**config.mk**
```make
export PLATFORM = sky130hd
export DESIGN_NAME = ext_intr_ctrl
export DESIGN_NICKNAME = d
export VERILOG_FILES = /design/src/rtl/intr_pkg.sv /design/src/rtl/intr_gateway.sv /design/src/rtl/ext_intr_ctrl.sv
export SDC_FILE = /design/constraint.sdc
export NUM_CORES = 1
export LEC_CHECK = 0
export ABC_AREA = 1
export CAP_MARGIN = 15
export CORE_ASPECT_RATIO = 0.75
export CORE_MARGIN = 5
export CORE_UTILIZATION = 52
export DETAILED_ROUTE_END_ITERATION = 8
export DONT_BUFFER_PORTS = 1
export GPL_ROUTABILITY_DRIVEN = 0
export PLACE_DENSITY = 0.71
export SLEW_MARGIN = 20
export SYNTH_ARGS = -nofsm -noshare
export SYNTH_HDL_FRONTEND = slang
export SYNTH_SLANG_ARGS = --single-unit
```
**constraint.sdc**
```tcl
create_clock -name clk_i -period 9.6 [get_ports clk_i]
set_input_delay 1.92 -clock clk_i [delete_from_list [all_inputs] [get_ports clk_i]]
set_output_delay 1.92 -clock clk_i [all_outputs]
set_load 0.02 [all_outputs]
```
**src/rtl/intr_pkg.sv**
```systemverilog
// -----------------------------------------------------------------------------
// intr_pkg
// Shared definitions for the external interrupt controller:
//   - default source count and priority width
//   - register byte offsets of the claim/complete register port
//   - gateway and notify state encodings
//   - prio_off(): byte offset of the PRIORITY register for a 0-based source index
// -----------------------------------------------------------------------------
package intr_pkg;

    localparam int DEF_NUM_SRC = 8;
    localparam int DEF_PRIO_W  = 3;

    localparam logic [7:0] ENABLE_OFF  = 8'h00;
    localparam logic [7:0] PENDING_OFF = 8'h04;
    localparam logic [7:0] THRESH_OFF  = 8'h08;
    localparam logic [7:0] CLAIM_OFF   = 8'h0C;
    localparam logic [7:0] PRIO_BASE   = 8'h10;

    typedef enum logic [1:0] {
        GW_IDLE    = 2'd0,
        GW_PEND    = 2'd1,
        GW_CLAIMED = 2'd2
    } gw_state_e;

    typedef enum logic [1:0] {
        N_IDLE    = 2'd0,
        N_NOTIFY  = 2'd1,
        N_SERVICE = 2'd2
    } notify_state_e;

    // Index 0 is interrupt ID 1.
    function automatic logic [7:0] prio_off(input int idx);
        return PRIO_BASE + 8'(4 * idx);
    endfunction

endpackage

```
**src/rtl/intr_gateway.sv**
```systemverilog
// -----------------------------------------------------------------------------
// intr_gateway
// Per-source interrupt gateway: rising-edge detection on the raw line and a
// three-state IDLE -> PEND -> CLAIMED tracker. Edges seen outside IDLE are
// dropped (no counting).
// Optional macro INTR_SYNC_EN: adds a 2-flop synchroniser in front of the
// edge detector.
// Ports:
//   clk_i, rst_ni  clock, asynchronous active-low reset
//   src_i          raw interrupt line
//   claim_i        this ID is being claimed this cycle (PEND -> CLAIMED)
//   complete_i     complete written with this ID (CLAIMED -> IDLE)
//   pend_o         source is pending
// -----------------------------------------------------------------------------
module intr_gateway
    import intr_pkg::*;
(
    input  logic clk_i,
    input  logic rst_ni,
    input  logic src_i,
    input  logic claim_i,
    input  logic complete_i,
    output logic pend_o
);

    logic      w_src;
    logic      w_edge;
    logic      r_src_prev;
    gw_state_e r_state;
    gw_state_e w_state_nxt;

`ifdef INTR_SYNC_EN
    logic r_sync1;
    logic r_sync2;

    // Two-flop synchroniser for an asynchronous peripheral line.
    always_ff @(posedge clk_i or negedge rst_ni) begin
        if (!rst_ni) begin
            r_sync1 <= 1'b0;
            r_sync2 <= 1'b0;
        end else begin
            r_sync1 <= src_i;
            r_sync2 <= r_sync1;
        end
    end

    assign w_src = r_sync2;
`else
    assign w_src = src_i;
`endif

    // Last-cycle sample of the line for edge detection.
    always_ff @(posedge clk_i or negedge rst_ni) begin
        if (!rst_ni) begin
            r_src_prev <= 1'b0;
        end else begin
            r_src_prev <= w_src;
        end
    end

    assign w_edge = w_src & ~r_src_prev;

    // Gateway next-state logic.
    always_comb begin
        w_state_nxt = r_state;
        case (r_state)
            GW_IDLE: begin
                if (w_edge) w_state_nxt = GW_PEND;
                else        w_state_nxt = GW_IDLE;
            end
            GW_PEND: begin
                if (claim_i) w_state_nxt = GW_CLAIMED;
                else         w_state_nxt = GW_PEND;
            end
            GW_CLAIMED: begin
                if (complete_i) w_state_nxt = GW_IDLE;
                else            w_state_nxt = GW_CLAIMED;
            end
            default: w_state_nxt = GW_IDLE;
        endcase
    end

    // Gateway state register.
    always_ff @(posedge clk_i or negedge rst_ni) begin
        if (!rst_ni) begin
            r_state <= GW_IDLE;
        end else begin
            r_state <= w_state_nxt;
        end
    end

    assign pend_o = (r_state == GW_PEND);

endmodule

```
**src/rtl/ext_intr_ctrl.sv**
```systemverilog
// -----------------------------------------------------------------------------
// ext_intr_ctrl
// External interrupt controller: per-source gateways, priority arbiter,
// claim/complete register port and a notify FSM driving the core's single
// external interrupt line. Optional macro INTR_SYNC_EN adds input
// synchronisers inside each gateway (edge-to-e_intr_o latency 4 instead of 2).
// Ports:
//   clk_i, rst_ni     clock, asynchronous active-low reset
//   src_i             rising-edge peripheral interrupt lines, bit n-1 = ID n
//   reg_we_i/re_i     register write / read strobes (exclusive)
//   reg_addr_i        byte address; reg_wdata_i write data
//   reg_rdata_o       read data, valid the cycle after reg_re_i
//   is_mret_i         core executing mret (re-arms notification)
//   e_intr_o          one-cycle interrupt request to the core
//   irq_id_o          registered current best eligible ID (debug)
// -----------------------------------------------------------------------------
module ext_intr_ctrl
    import intr_pkg::*;
#(
    parameter int NUM_SRC = DEF_NUM_SRC,
    parameter int PRIO_W  = DEF_PRIO_W,
    parameter int ID_W    = $clog2(NUM_SRC + 1)
) (
    input  logic               clk_i,
    input  logic               rst_ni,
    input  logic [NUM_SRC-1:0] src_i,
    input  logic               reg_we_i,
    input  logic               reg_re_i,
    input  logic [7:0]         reg_addr_i,
    input  logic [31:0]        reg_wdata_i,
    output logic [31:0]        reg_rdata_o,
    input  logic               is_mret_i,
    output logic               e_intr_o,
    output logic [ID_W-1:0]    irq_id_o
);

    logic [NUM_SRC-1:0] r_enable;
    logic [PRIO_W-1:0]  r_thresh;
    logic [PRIO_W-1:0]  r_prio [NUM_SRC];
    logic [31:0]        r_rdata;
    logic [ID_W-1:0]    r_irq_id;
    logic               r_e_intr;
    notify_state_e      r_nstate;
    notify_state_e      w_nstate_nxt;

    logic [NUM_SRC-1:0] w_pend;
    logic [NUM_SRC-1:0] w_claim;
    logic [NUM_SRC-1:0] w_complete;
    logic               w_claim_rd;
    logic [ID_W-1:0]    w_win_id;
    logic [PRIO_W-1:0]  w_win_prio;
    logic [31:0]        w_rdata;

    assign w_claim_rd = reg_re_i && (reg_addr_i == CLAIM_OFF);

    for (genvar g = 0; g < NUM_SRC; g++) begin : g_gw
        assign w_claim[g]    = w_claim_rd && (w_win_id == ID_W'(g + 1));
        assign w_complete[g] = reg_we_i && (reg_addr_i == CLAIM_OFF)
                               && (reg_wdata_i == 32'(g + 1));

        intr_gateway u_gw (
            .clk_i      (clk_i),
            .rst_ni     (rst_ni),
            .src_i      (src_i[g]),
            .claim_i    (w_claim[g]),
            .complete_i (w_complete[g]),
            .pend_o     (w_pend[g])
        );
    end

    // Arbiter: ascending scan with strict '>' so ties keep the lowest ID;
    // starting from priority 0 means priority-0 sources never win.
    always_comb begin
        w_win_id   = '0;
        w_win_prio = '0;
        for (int i = 0; i < NUM_SRC; i++) begin
            if (w_pend[i] && r_enable[i] && (r_prio[i] > r_thresh)
                && (r_prio[i] > w_win_prio)) begin
                w_win_id   = ID_W'(i + 1);
                w_win_prio = r_prio[i];
            end else begin
                w_win_id   = w_win_id;
                w_win_prio = w_win_prio;
            end
        end
    end

    // Read data mux; unused upper bits and unmapped addresses read 0.
    always_comb begin
        w_rdata = '0;
        case (reg_addr_i)
            ENABLE_OFF:  w_rdata[NUM_SRC-1:0] = r_enable;
            PENDING_OFF: w_rdata[NUM_SRC-1:0] = w_pend;
            THRESH_OFF:  w_rdata[PRIO_W-1:0]  = r_thresh;
            CLAIM_OFF:   w_rdata[ID_W-1:0]    = w_win_id;
            default: begin
                for (int i = 0; i < NUM_SRC; i++) begin
                    if (reg_addr_i == prio_off(i)) w_rdata[PRIO_W-1:0] = r_prio[i];
                    else                           w_rdata = w_rdata;
                end
            end
        endcase
    end

    // Configuration registers; a same-cycle claim sees the pre-write values.
    always_ff @(posedge clk_i or negedge rst_ni) begin
        if (!rst_ni) begin
            r_enable <= '0;
            r_thresh <= '0;
            for (int i = 0; i < NUM_SRC; i++) r_prio[i] <= '0;
        end else if (reg_we_i) begin
            case (reg_addr_i)
                ENABLE_OFF: r_enable <= reg_wdata_i[NUM_SRC-1:0];
                THRESH_OFF: r_thresh <= reg_wdata_i[PRIO_W-1:0];
                default: begin
                    for (int i = 0; i < NUM_SRC; i++) begin
                        if (reg_addr_i == prio_off(i)) r_prio[i] <= reg_wdata_i[PRIO_W-1:0];
                        else                           r_prio[i] <= r_prio[i];
                    end
                end
            endcase
        end else begin
            r_enable <= r_enable;
            r_thresh <= r_thresh;
        end
    end

    // Registered read data and debug winner ID.
    always_ff @(posedge clk_i or negedge rst_ni) begin
        if (!rst_ni) begin
            r_rdata  <= '0;
            r_irq_id <= '0;
        end else begin
            if (reg_re_i) r_rdata <= w_rdata;
            else          r_rdata <= r_rdata;
            r_irq_id <= w_win_id;
        end
    end

    // Notify FSM next state; mret is only honoured in SERVICE.
    always_comb begin
        w_nstate_nxt = r_nstate;
        case (r_nstate)
            N_IDLE: begin
                if (w_win_id != '0) w_nstate_nxt = N_NOTIFY;
                else                w_nstate_nxt = N_IDLE;
            end
            N_NOTIFY:  w_nstate_nxt = N_SERVICE;
            N_SERVICE: begin
                if (is_mret_i) w_nstate_nxt = N_IDLE;
                else           w_nstate_nxt = N_SERVICE;
            end
            default: w_nstate_nxt = N_IDLE;
        endcase
    end

    // Notify FSM state register; e_intr_o is registered alongside NOTIFY.
    always_ff @(posedge clk_i or negedge rst_ni) begin
        if (!rst_ni) begin
            r_nstate <= N_IDLE;
            r_e_intr <= 1'b0;
        end else begin
            r_nstate <= w_nstate_nxt;
            r_e_intr <= (w_nstate_nxt == N_NOTIFY);
        end
    end

    assign reg_rdata_o = r_rdata;
    assign irq_id_o    = r_irq_id;
    assign e_intr_o    = r_e_intr;

endmodule

```
=== Yosys cells after proc, flatten, opt, wreduce, memory -nomap -nowiden ===
Cells that the tools add are included.

* Logic and storage cells: 234
* Memories kept: 0
* Memory bits (read-only): 0
* Register bits: 74
* Output and inout bits: 37
* Latch bits: 0
* Memory bits (writable): 0

* Div/mod/pow operators: 0
* Magnitude comparators: 16
* Eq/ne operators: 46
* Reductions and logical operators: 64
* Bitwise operators: 17
* Multipliers: 0
* Add/sub/neg operators: 0
* Shift-type cells: 0
* Multiplexer cells: 61

{| class="wikitable"
|+ Operators with widths
! operator !! number
|-
| 32-bit by 3-bit == test with 1-bit output (second input constant) || 4
|-
| 32-bit by 2-bit == test with 1-bit output (second input constant) || 2
|-
| 2-bit case mux with 3 select lines || 9
|-
| 3-bit greater-than comparator || 15
|-
| 3-bit 2-to-1 mux || 15
|-
| 1-bit logical AND || 42
|-
| 2-bit 2-to-1 mux || 19
|-
| 32-bit by 1-bit == test with 1-bit output (second input constant) || 1
|-
| 32-bit by 4-bit == test with 1-bit output (second input constant) || 1
|-
| 8-bit by 5-bit == test with 1-bit output (second input constant) || 4
|-
| 8-bit by 6-bit == test with 1-bit output (second input constant) || 4
|-
| 3-bit AND reduction || 8
|-
| 2-bit by 1-bit == test with 1-bit output (second input constant) || 10
|-
| 4-bit 2-to-1 mux || 5
|-
| 2-bit == test (second input constant) || 9
|-
| 2-bit logical NOT || 9
|-
| 4-bit by 3-bit == test with 1-bit output (second input constant) || 4
|-
| 8-bit by 4-bit == test with 1-bit output (second input constant) || 2
|-
| 3-bit case mux with 4 select lines || 1
|-
| 1-bit 2-to-1 mux || 10
|-
| 1-bit NOT || 9
|-
| 1-bit AND || 8
|-
| 4-bit by 2-bit == test with 1-bit output (second input constant) || 2
|-
| 8-bit by 3-bit == test with 1-bit output (second input constant) || 1
|-
| 9 further kinds || 10
|}

=== Depth between registers and ports, before layout ===
Gate-level depths: netlist (run 1).

* Depth after elaboration: 30
* Mapped depth: 67
* Gate-level depth less buffers: 66

=== Hierarchy ===
A second synthesis (run 1) with hierarchy kept.

* Cells, all modules: 669
* Area total of the unflattened synthesis: 5,142.4 um^2

{| class="wikitable"
|+ Modules (own cells, without submodules)
! module !! cells each !! times used !! seq. area each (um^2) !! area an instance (um^2)
|-
| ext_intr_ctrl || 549 || 1 || 1,251.2 || 4,111.4
|-
| intr_gateway || 15 || 8 || 75.1 || 128.9
|}

=== Worst setup path before layout (run 1) ===
Ideal clock, no wire load.

* Kind: reg-to-reg
* Start point: register r_thresh[2]
* End point: register g_gw[4].u_gw.r_state[0]
* Library setup time: 0.121 ns
* Data required time: 9.479 ns
* Period minus slack after synthesis: 8.548 ns
* Slack: 1.052 ns
* Arrival time: 8.427 ns
* Stages on the path, launching flop included: 61
* Path through: dfrtp_1 -> inv_1 -> ha_1 -> nand2_1 -> nor2_1 -> nor2_2 -> nand3_1 -> nor2_2 -> inv_1 -> ha_1 -> nand2_1 -> nor2_1 -> nor2_1 -> nor2_4 -> nand2_2 -> nand2_1 -> and2_1 -> ha_1 -> [25 not listed] -> a2bb2oi_1 -> ha_1 -> nand2_1 -> inv_1 -> a221oi_1 -> nand3_1 -> nand2_1 -> o21ai_0 -> ha_1 -> nand2_1 -> nor2_1 -> a211oi_1 -> a311oi_1 -> nand2_1 -> buf_2 -> o2111ai_1 -> nor2_1 -> nor2_1

* Longest elaborated chain between the ends: 29
* Elaborated cells between the ends (all ways): 50
* Classes of those cells: 15 x order compare; 1 x eq/ne; 17 x mux; 17 x reduce/logical

{| class="wikitable"
|+ Ends and longest elaborated chain
! item !! line !! RTL
|-
| start: declaration || ext_intr_ctrl.sv:38 || <nowiki>logic [PRIO_W-1:0] r_thresh;</nowiki>
|-
| start signal: assignment || ext_intr_ctrl.sv:114 || <nowiki>THRESH_OFF: r_thresh <= reg_wdata_i[PRIO_W-1:0];</nowiki>
|-
| start signal: assignment || ext_intr_ctrl.sv:124 || <nowiki>r_thresh <= r_thresh;</nowiki>
|-
| 3-bit greater-than comparator || ext_intr_ctrl.sv:77 || <nowiki>if (w_pend[i] && r_enable[i] && (r_prio[i] > r_thresh)</nowiki>
|-
| 1-bit logical AND || ext_intr_ctrl.sv:77 ||
|-
| 1-bit logical AND || ext_intr_ctrl.sv:78 || <nowiki>&& (r_prio[i] > w_win_prio)) begin</nowiki>
|-
| 3-bit 2-to-1 mux || ext_intr_ctrl.sv:77 ||
|-
| 3-bit greater-than comparator || ext_intr_ctrl.sv:78 ||
|-
| 1-bit logical AND || ext_intr_ctrl.sv:78 ||
|-
| 3-bit 2-to-1 mux || ext_intr_ctrl.sv:77 ||
|-
| 3-bit greater-than comparator || ext_intr_ctrl.sv:78 ||
|-
| [14 not listed] || - ||
|-
| 3-bit greater-than comparator || ext_intr_ctrl.sv:78 ||
|-
| 1-bit logical AND || ext_intr_ctrl.sv:78 ||
|-
| 4-bit 2-to-1 mux * || ext_intr_ctrl.sv:77 ||
|-
| 4-bit by 3-bit == test with 1-bit output * || ext_intr_ctrl.sv:57 || <nowiki>assign w_claim[g] = w_claim_rd && (w_win_id == ID_W'(g + 1));</nowiki>
|-
| 1-bit logical AND * || ext_intr_ctrl.sv:57 ||
|-
| 2-bit 2-to-1 mux * || intr_gateway.sv:72 || <nowiki>if (claim_i) w_state_nxt = GW_CLAIMED;</nowiki>
|-
| 2-bit case mux with 3 select lines * || intr_gateway.sv:66 || <nowiki>case (r_state)</nowiki>
|-
| named net g_gw[4].u_gw.w_state_nxt[0] || intr_gateway.sv:30 || <nowiki>gw_state_e w_state_nxt;</nowiki>
|-
| end signal: assignment || intr_gateway.sv:88 || <nowiki>r_state <= w_state_nxt;</nowiki>
|-
| end: declaration || intr_gateway.sv:29 || <nowiki>gw_state_e r_state;</nowiki>
|}

Mark *: on every way through the listed nets, which the timed path passes. The rest lies on a longest branch.
A chain may end at the register's enable or synchronous reset.

=== Worst setup path in the final report (run 1) ===
* Start point: register r_prio[21] (netlist bit)
* End point: register g_gw[4].u_gw.r_state[0]

* Longest elaborated chain between the ends: 29
* Elaborated cells between the ends (all ways): 37
* Classes of those cells: 9 x order compare; 1 x eq/ne; 17 x mux; 10 x reduce/logical

{| class="wikitable"
|+ Ends and longest elaborated chain
! item !! line !! RTL
|-
| start: declaration || ext_intr_ctrl.sv:39 || <nowiki>logic [PRIO_W-1:0] r_prio [NUM_SRC];</nowiki>
|-
| start signal: indexed assignment || ext_intr_ctrl.sv:117 || <nowiki>if (reg_addr_i == prio_off(i)) r_prio[i] <= reg_wdata_i[PRIO_W-1:0];</nowiki>
|-
| start signal: indexed assignment || ext_intr_ctrl.sv:118 || <nowiki>else r_prio[i] <= r_prio[i];</nowiki>
|-
| 3-bit greater-than comparator || ext_intr_ctrl.sv:77 ||
|-
| 1-bit logical AND || ext_intr_ctrl.sv:77 ||
|-
| 1-bit logical AND || ext_intr_ctrl.sv:78 ||
|-
| 3-bit 2-to-1 mux || ext_intr_ctrl.sv:77 ||
|-
| 3-bit greater-than comparator || ext_intr_ctrl.sv:78 ||
|-
| 1-bit logical AND || ext_intr_ctrl.sv:78 ||
|-
| 3-bit 2-to-1 mux || ext_intr_ctrl.sv:77 ||
|-
| 3-bit greater-than comparator || ext_intr_ctrl.sv:78 ||
|-
| [14 not listed] || - ||
|-
| 3-bit greater-than comparator || ext_intr_ctrl.sv:78 ||
|-
| 1-bit logical AND || ext_intr_ctrl.sv:78 ||
|-
| 4-bit 2-to-1 mux * || ext_intr_ctrl.sv:77 ||
|-
| 4-bit by 3-bit == test with 1-bit output * || ext_intr_ctrl.sv:57 ||
|-
| 1-bit logical AND * || ext_intr_ctrl.sv:57 ||
|-
| 2-bit 2-to-1 mux * || intr_gateway.sv:72 ||
|-
| 2-bit case mux with 3 select lines * || intr_gateway.sv:66 ||
|-
| named net g_gw[4].u_gw.w_state_nxt[0] || intr_gateway.sv:30 ||
|}

Marks and branches as above.

==> results.yml, run 1 <==
min_path:
  whs_endpoint: "g_gw[7].u_gw.r_state[0]"
  hold_depth: 1
  hp-class: "reg2reg"
  min_from: "g_gw[7].u_gw.r_state[1]"
synthesis:
  syn_inst: 645
  async_flop_share_pct: 100
  yosysUniqueCellTypes: 45
  synth.cell_area_sq_um: 5080
  synth_top_cell_by_area: "dfrtp_1"
  ys.flop_type: "dfrtp_1"
  ys_ff_latch: 74
  avgSynthCellArea_sq_um: 7.87
  synth_area_leaders: "dfrtp_1, ha_1, nand2_1"
  synth_top_area_share_pct: 36.5
  ys_seq_area_share_pct: 36.5
  synth_edf_count: 0
  ys_warn_count: 0
detailed_routing:
  drc: 0
  dr.max_layer_used: "met4"
  avgViaCountPerCell: 5.58
  first_pass_iters: 7
  wl_met3_mm: 1.10
  via_count: 4442
  met2_length_mm: 6.08
  route.antenna.remaining_nets: 0
  m1WireLength_mm: 6.21
  drtIter0Drc: 435
  routedWlPerCell_um: 17.1
  wl_mm: 13.6
sta:
  hold_viol: 0
  final-setup-viol-count: 0
  relSlewSlack_pct: 38.8
  fin_crit_sh_pct: 93.4
  tightest_slew_ps: 915
  slew_viol_final: 0
  min_period_ps: 8970
  rsz0062_at_grt: "no"
  clock_skew_ps: 4.96
  max_freq_mhz: 111
  tns_ps: 0
clocking:
  cts_tree: "done"
  cts-buffers-inserted: 9
  clk_pin_slew_ps: 60
  htree_levels: 3
  cts_buffer_depth: 2
  clkSinkCount: 74
  root_buffer: "clkbuf_16"
  insertion_delay_ps: 340
  cts_hold_buf: 0
worst_setup_path:
  slowest_delay_ps: 400
  path_class: "reg2reg"
  path_max_fanout: 9
  crit_path_frequent_cell: "nand2_1"
  endpoint_kind: "flop"
  rr_endpoint: "g_gw[4].u_gw.r_state[0]"
  start_kind: "flop"
  cp_slowest_cell: "dfrtp_1"
  reg2reg_depth: 60
  rrSetupSlack_ps: 630
  crit_required_ps: 9870
  r2r-start: "r_prio[21]"
  worstPathArrival_ps: 9240
floorplanning:
  die-area_sq_um: 11900
  num_rows: 31
  die_h_um: 95.6
  io_pins: 90
  core_region_area_sq_um: 9580
  die_x_um: 124
  initial_core_util_pct: 53.0
status:
  status: "completed"
cells_and_area:
  fin_cells: 796
  syn_to_final_growth_pct: 9.31
  num_antenna_cells: 0
  fin_nets: 754
  drive_gt1_share_pct: 13.7
global_route:
  grt_pass1_wl_mm: 21.5
  grt_pass1_vias: 4198
  grt_antenna_before_repair: 0
  grt_usage_pct: 23.8
  grt.overflow.total: 0
  grt_max_degree: 75
pwr:
  p_int_mw: 0.557
  p_leak_nw: 2.65
  swShare_pct: 27.3
  power_frac_clock_pct: 43.2
  power_switching_mw: 0.209
  combPwrFrac_pct: 12.4
  power_density_nw_per_um2: 138
  vdd_ir_drop_max_mv: 0.102
  seqPwrFrac_pct: 44.4
place:
  dp_cells: 773
  dp_hpwl_mm: 10.3
  io_buffers: 0
run:
  maxCapViolCount: 0
cell type report:
class	instances	area, sq um
clock buffer	11	233
clock inverter	4	53.8
fill	863	4030
inverter	81	307
multi-input combinational	485	2870
sequential	74	1850
tap	132	165
timing repair buffer	9	67.6
per-layer routing:
metal	GRT usage [%]	vias to the layer above
met2	35.7	191
met1	34.6	2090
met4	5.93	0
met3	5.58	17
li1	-	2144
met5	0	-
timing repair:
| item | CTS | global route |
|---|---|---|
| endpoints found under the setup margin | 0 | 26 |
| setup buffers | 0 | 6 |
| resized for setup | 0 | 17 |
kinds of logic after synthesis:
kind of cell             after synthesis  share of synthesized area [%]
AO/OA/AOI/OAI                        115                           13.2
adder cells (fa/ha/maj)               41                           10.1
buffers and inverters                111                           10.1
flip-flops                            74                           36.5
multiplexers                           1                          0.222
other                                  1                         0.0738
AND/OR/NAND/NOR                      302                           29.9
through the flow:
stage | util, % | setup slack, ps | cell area [sq um] | power, mW | hold WS, ps
4_1_cts | 56.8 | 49.8 | 5440 | 0.767 | 468
3_5_place_dp | 53.8 | 93.9 | 5150 | 0.434 | 460
2_1_floorplan | - | 1050 | 5160 | 0.420 | 436
5_1_grt | 57.9 | 7.02 | 5550 | 0.798 | 493
6_report | 57.9 | 631 | 5550 | 0.765 | 465
3_3_place_gp | 53.7 | 580 | 5150 | 0.429 | 449
critical path, delay by kind of cell, from the launching register on:
kind | cells | cell delay [ps]
buffers and inverters | 6 | 610
DFF | 1 | 400
adders and majority gates | 8 | 2360
AOI/OAI and AO/OA | 8 | 1350
and+or+nand+nor | 38 | 4180
cells in the final DEF (no fill, tap or decap), drive strengths merged:
master / synthesis / layout
o211ai: 2 / 2
mux2: 1 / 1
a2111oi: 1 / 1
nand2: 134 / 135
ha: 41 / 41
and2: 2 / 2
clkbuf: 5 / 11
a311oi: 2 / 2
conb: 1 / 24
nor2: 76 / 76
o311ai: 1 / 1
o2111ai: 1 / 1
or2: 6 / 6
o21ai: 67 / 67
a22o: 1 / 1
clkinvlp: 0 / 2
a211oi: 4 / 4
o21a: 1 / 1
clkinv: 1 / 2
a2bb2oi: 1 / 1
buf: 25 / 9
nand3: 62 / 63
nor4: 7 / 7
dfrtp: 74 / 74
bufinv: 0 / 1
o41ai: 1 / 1
a221oi: 6 / 6
inv: 80 / 80
nor3: 8 / 8
nand4: 7 / 7
o21bai: 3 / 3
a21oi: 23 / 23
a31o: 1 / 1
synthesized netlist by cell type, types with 2 or more instances:
cell type / count
nand2_1: 120
dfrtp_1: 74
inv_1: 74
nor2_1: 63
o21ai_0: 56
nand3_1: 50
ha_1: 41
buf_4: 24
a21oi_1: 23
nand2_2: 8
nor2_2: 8
nor3_1: 8
o21ai_1: 8
nand3_2: 7
nor4_1: 7
a221oi_1: 6
nand4_1: 6
clkbuf_1: 5
inv_2: 5
nand2_4: 5
nand3_4: 5
nor2_4: 5
a211oi_1: 4
or2_2: 4
o21ai_2: 3
o21bai_1: 3
a311oi_1: 2
and2_1: 2
o211ai_1: 2
or2_1: 2
flip-flops by register name, summed over array words and instances, names as in the netlist:
register              flops
e_intr_o                  1
g_gw.u_gw.r_src_prev      8
g_gw.u_gw.r_state        16
irq_id_o                  4
r_enable                  8
r_nstate                  2
r_prio                   24
r_thresh                  3
reg_rdata_o               8
how the worst max path moves through the flow:
stage	startpoint	endpoint	slack, ps
3_5_place_dp	r_prio[23]	g_gw[4].u_gw.r_state[0]	90
2_1_floorplan	r_thresh[2]	g_gw[4].u_gw.r_state[0]	1050
3_3_place_gp	r_prio[21]	g_gw[4].u_gw.r_state[0]	580
4_1_cts	r_prio[23]	g_gw[4].u_gw.r_state[0]	50
5_1_grt	r_thresh[2]	g_gw[3].u_gw.r_state[0]	7
6_report	r_prio[21]	g_gw[4].u_gw.r_state[0]	630
power by group through the flow:
stage / clock network (mW) / registers (mW) / logic [mW]
global placement: 0 / 0.345 / 0.0844
CTS: 0.338 / 0.340 / 0.0896
finish: 0.331 / 0.340 / 0.0949
floorplan: 0 / 0.341 / 0.0790
global route: 0.349 / 0.341 / 0.108
detailed placement: 0 / 0.345 / 0.0888
(Power assumes the default switching activity.)
==> run 2: changes to the inputs <==
Settings changed: GPL_TIMING_DRIVEN set to 0.
==> results.yml, run 2 (synthesized netlist as in run 1, its figures left out) <==
sta:
  whs_ps: 477
  clock_skew_ps: 8.22
  final-setup-viol-count: 0
  tns_ps: 0
  relSlewSlack_pct: 47.0
  min_period_ps: 9060
  slew_viol_final: 0
  hold_viol: 0
  tightest_slew_ps: 792
  max_freq_mhz: 110
  fin_crit_sh_pct: 94.4
worst_setup_path:
  path_max_fanout: 10
  crit_path_frequent_cell: "nand2_1"
  r2r-start: "r_thresh[0]"
  endpoint: "g_gw[4].u_gw.r_state[0]"
  crit_required_ps: 9820
  reg2reg_depth: 59
  worstPathArrival_ps: 9280
  crit_path_start: "r_thresh[0]"
  endpoint_kind: "flop"
  cp_slowest_cell: "dfrtp_2"
  path_class: "reg2reg"
  start_kind: "flop"
  rr_endpoint: "g_gw[4].u_gw.r_state[0]"
  rrSetupSlack_ps: 540
  slowest_delay_ps: 520
cells_and_area:
  fin_nets: 785
  largest-register: "r_prio"
  num_antenna_cells: 0
  final_common_cell: "nand2_1"
  fillers: 861
  syn_to_final_growth_pct: 15.0
  layout_common_cells: "nand2_1, dfrtp_1, inv_1, nor2_1, o21ai_0"
  drive_gt1_share_pct: 18.4
  largest_reg_flops: 24
  top_regs: "r_prio (24), g_gw.u_gw.r_state (16)"
global_route:
  grt_pass1_vias: 4318
  grt.overflow.total: 0
  grt_antenna_before_repair: 0
  grt_usage_pct: 23.5
  grt_max_degree: 75
  grt_pass1_wl_mm: 21.4
min_path:
  hp-class: "reg2reg"
  min_from: "g_gw[7].u_gw.r_state[1]"
detailed_routing:
  drc: 0
  dr.max_layer_used: "met4"
  met2_length_mm: 6.36
  drtIter0Drc: 362
  route.antenna.remaining_nets: 0
  avgViaCountPerCell: 5.47
  first_pass_iters: 5
  via_count: 4533
  m1WireLength_mm: 5.83
  wl_mm: 13.6
  wl_met3_mm: 1.27
  routedWlPerCell_um: 16.4
floorplanning:
  die-area_sq_um: 11900
  die_h_um: 95.6
  num_rows: 31
  io_pins: 90
  die_x_um: 124
  initial_core_util_pct: 53.0
  core_region_area_sq_um: 9580
pwr:
  p_leak_nw: 2.84
  vdd_ir_drop_max_mv: 0.123
  power_density_nw_per_um2: 139
clocking:
  cts_hold_buf: 0
  insertion_delay_ps: 340
  cts-buffers-inserted: 9
  cts_tree: "done"
  clkSinkCount: 74
  root_buffer: "clkbuf_16"
  clk_pin_slew_ps: 60
  htree_levels: 3
  cts_buffer_depth: 2
place:
  io_buffers: 0
  dp_hpwl_mm: 10.2
run:
  maxCapViolCount: 0
status:
  status: "completed"
[run 2: cell types whose count changed in the layout (fill, tap and decap cells not counted), sizes merged]
cell / change
bufinv: +1
nand3: -1
clkinv: +2
clkbuf: +3
buf: +28
nand2: -1
[run 2: timing repair]
action	4_1_cts	5_1_grt
pin swaps	1	8
setup endpoints to repair	25	26
buffers inserted	3	9
gates resized for setup	5	23
gates cloned	0	0
[run 2: critical path, delay by kind of cell, from the launching register on]
kind,cells,cell delay [ps]
AND/OR/NAND/NOR,37,4140
adder cells (fa/ha/maj),8,2390
flip-flops,1,520
buffers and inverters,5,410
AO/OA/AOI/OAI,9,1460
[run 2: worst min-delay path by stage]
| stage | end | slack [ps] | cells past startpoint |
|---|---|---|---|
| floorplan | g_gw[7].u_gw.r_state[0] | 440 | 1 |
| global route | g_gw[7].u_gw.r_state[0] | 490 | 1 |
| global placement | g_gw[7].u_gw.r_state[0] | 450 | 1 |
| CTS | g_gw[7].u_gw.r_state[0] | 470 | 1 |
| finish | g_gw[7].u_gw.r_state[0] | 480 | 1 |
| detailed placement | g_gw[7].u_gw.r_state[0] | 460 | 1 |
[run 2: metal layers]
metal  up-vias  GRT usage, %
met5         -             0
met1      2125          32.5
met2       189          37.2
met3        18          6.58
met4         0          4.65
li1       2201             -
[run 2: report_power, final]
part	internal (mW)	total [mW]	switching, mW
clock	0.230	0.369	0.139
combinational	0.0386	0.102	0.0637
sequential	0.324	0.341	0.0164
total	0.593	0.812	0.219
[run 2: through the flow]
| step | power (mW) | area (sq um) | std cells | setup slack (ps) | utilization [%] |
|---|---|---|---|---|---|
| final | 0.812 | 5840 | 828 | 541 | 61.0 |
| after global routing | 0.846 | 5840 | 828 | -130 | 61.0 |
| after floorplan | 0.420 | 5160 | 668 | 1050 | - |
| after detailed placement | 0.441 | 5330 | 800 | -503 | 55.6 |
| after CTS | 0.813 | 5700 | 819 | 59.5 | 59.5 |
| after global placement | 0.436 | 5330 | 800 | -87.3 | 55.6 |
[run 2: final cells by class]
| type | instances | area, sq um | share of cell area (%) |
|---|---|---|---|
| tap | 132 | 165 | 2.83 |
| multi-input combinational | 483 | 2880 | 49.4 |
| timing repair buffer | 12 | 90.1 | 1.54 |
| buffer | 30 | 210 | 3.60 |
| sequential | 74 | 1850 | 31.7 |
| clock buffer | 9 | 225 | 3.86 |
| clock inverter | 7 | 100 | 1.71 |
| inverter | 81 | 314 | 5.38 |
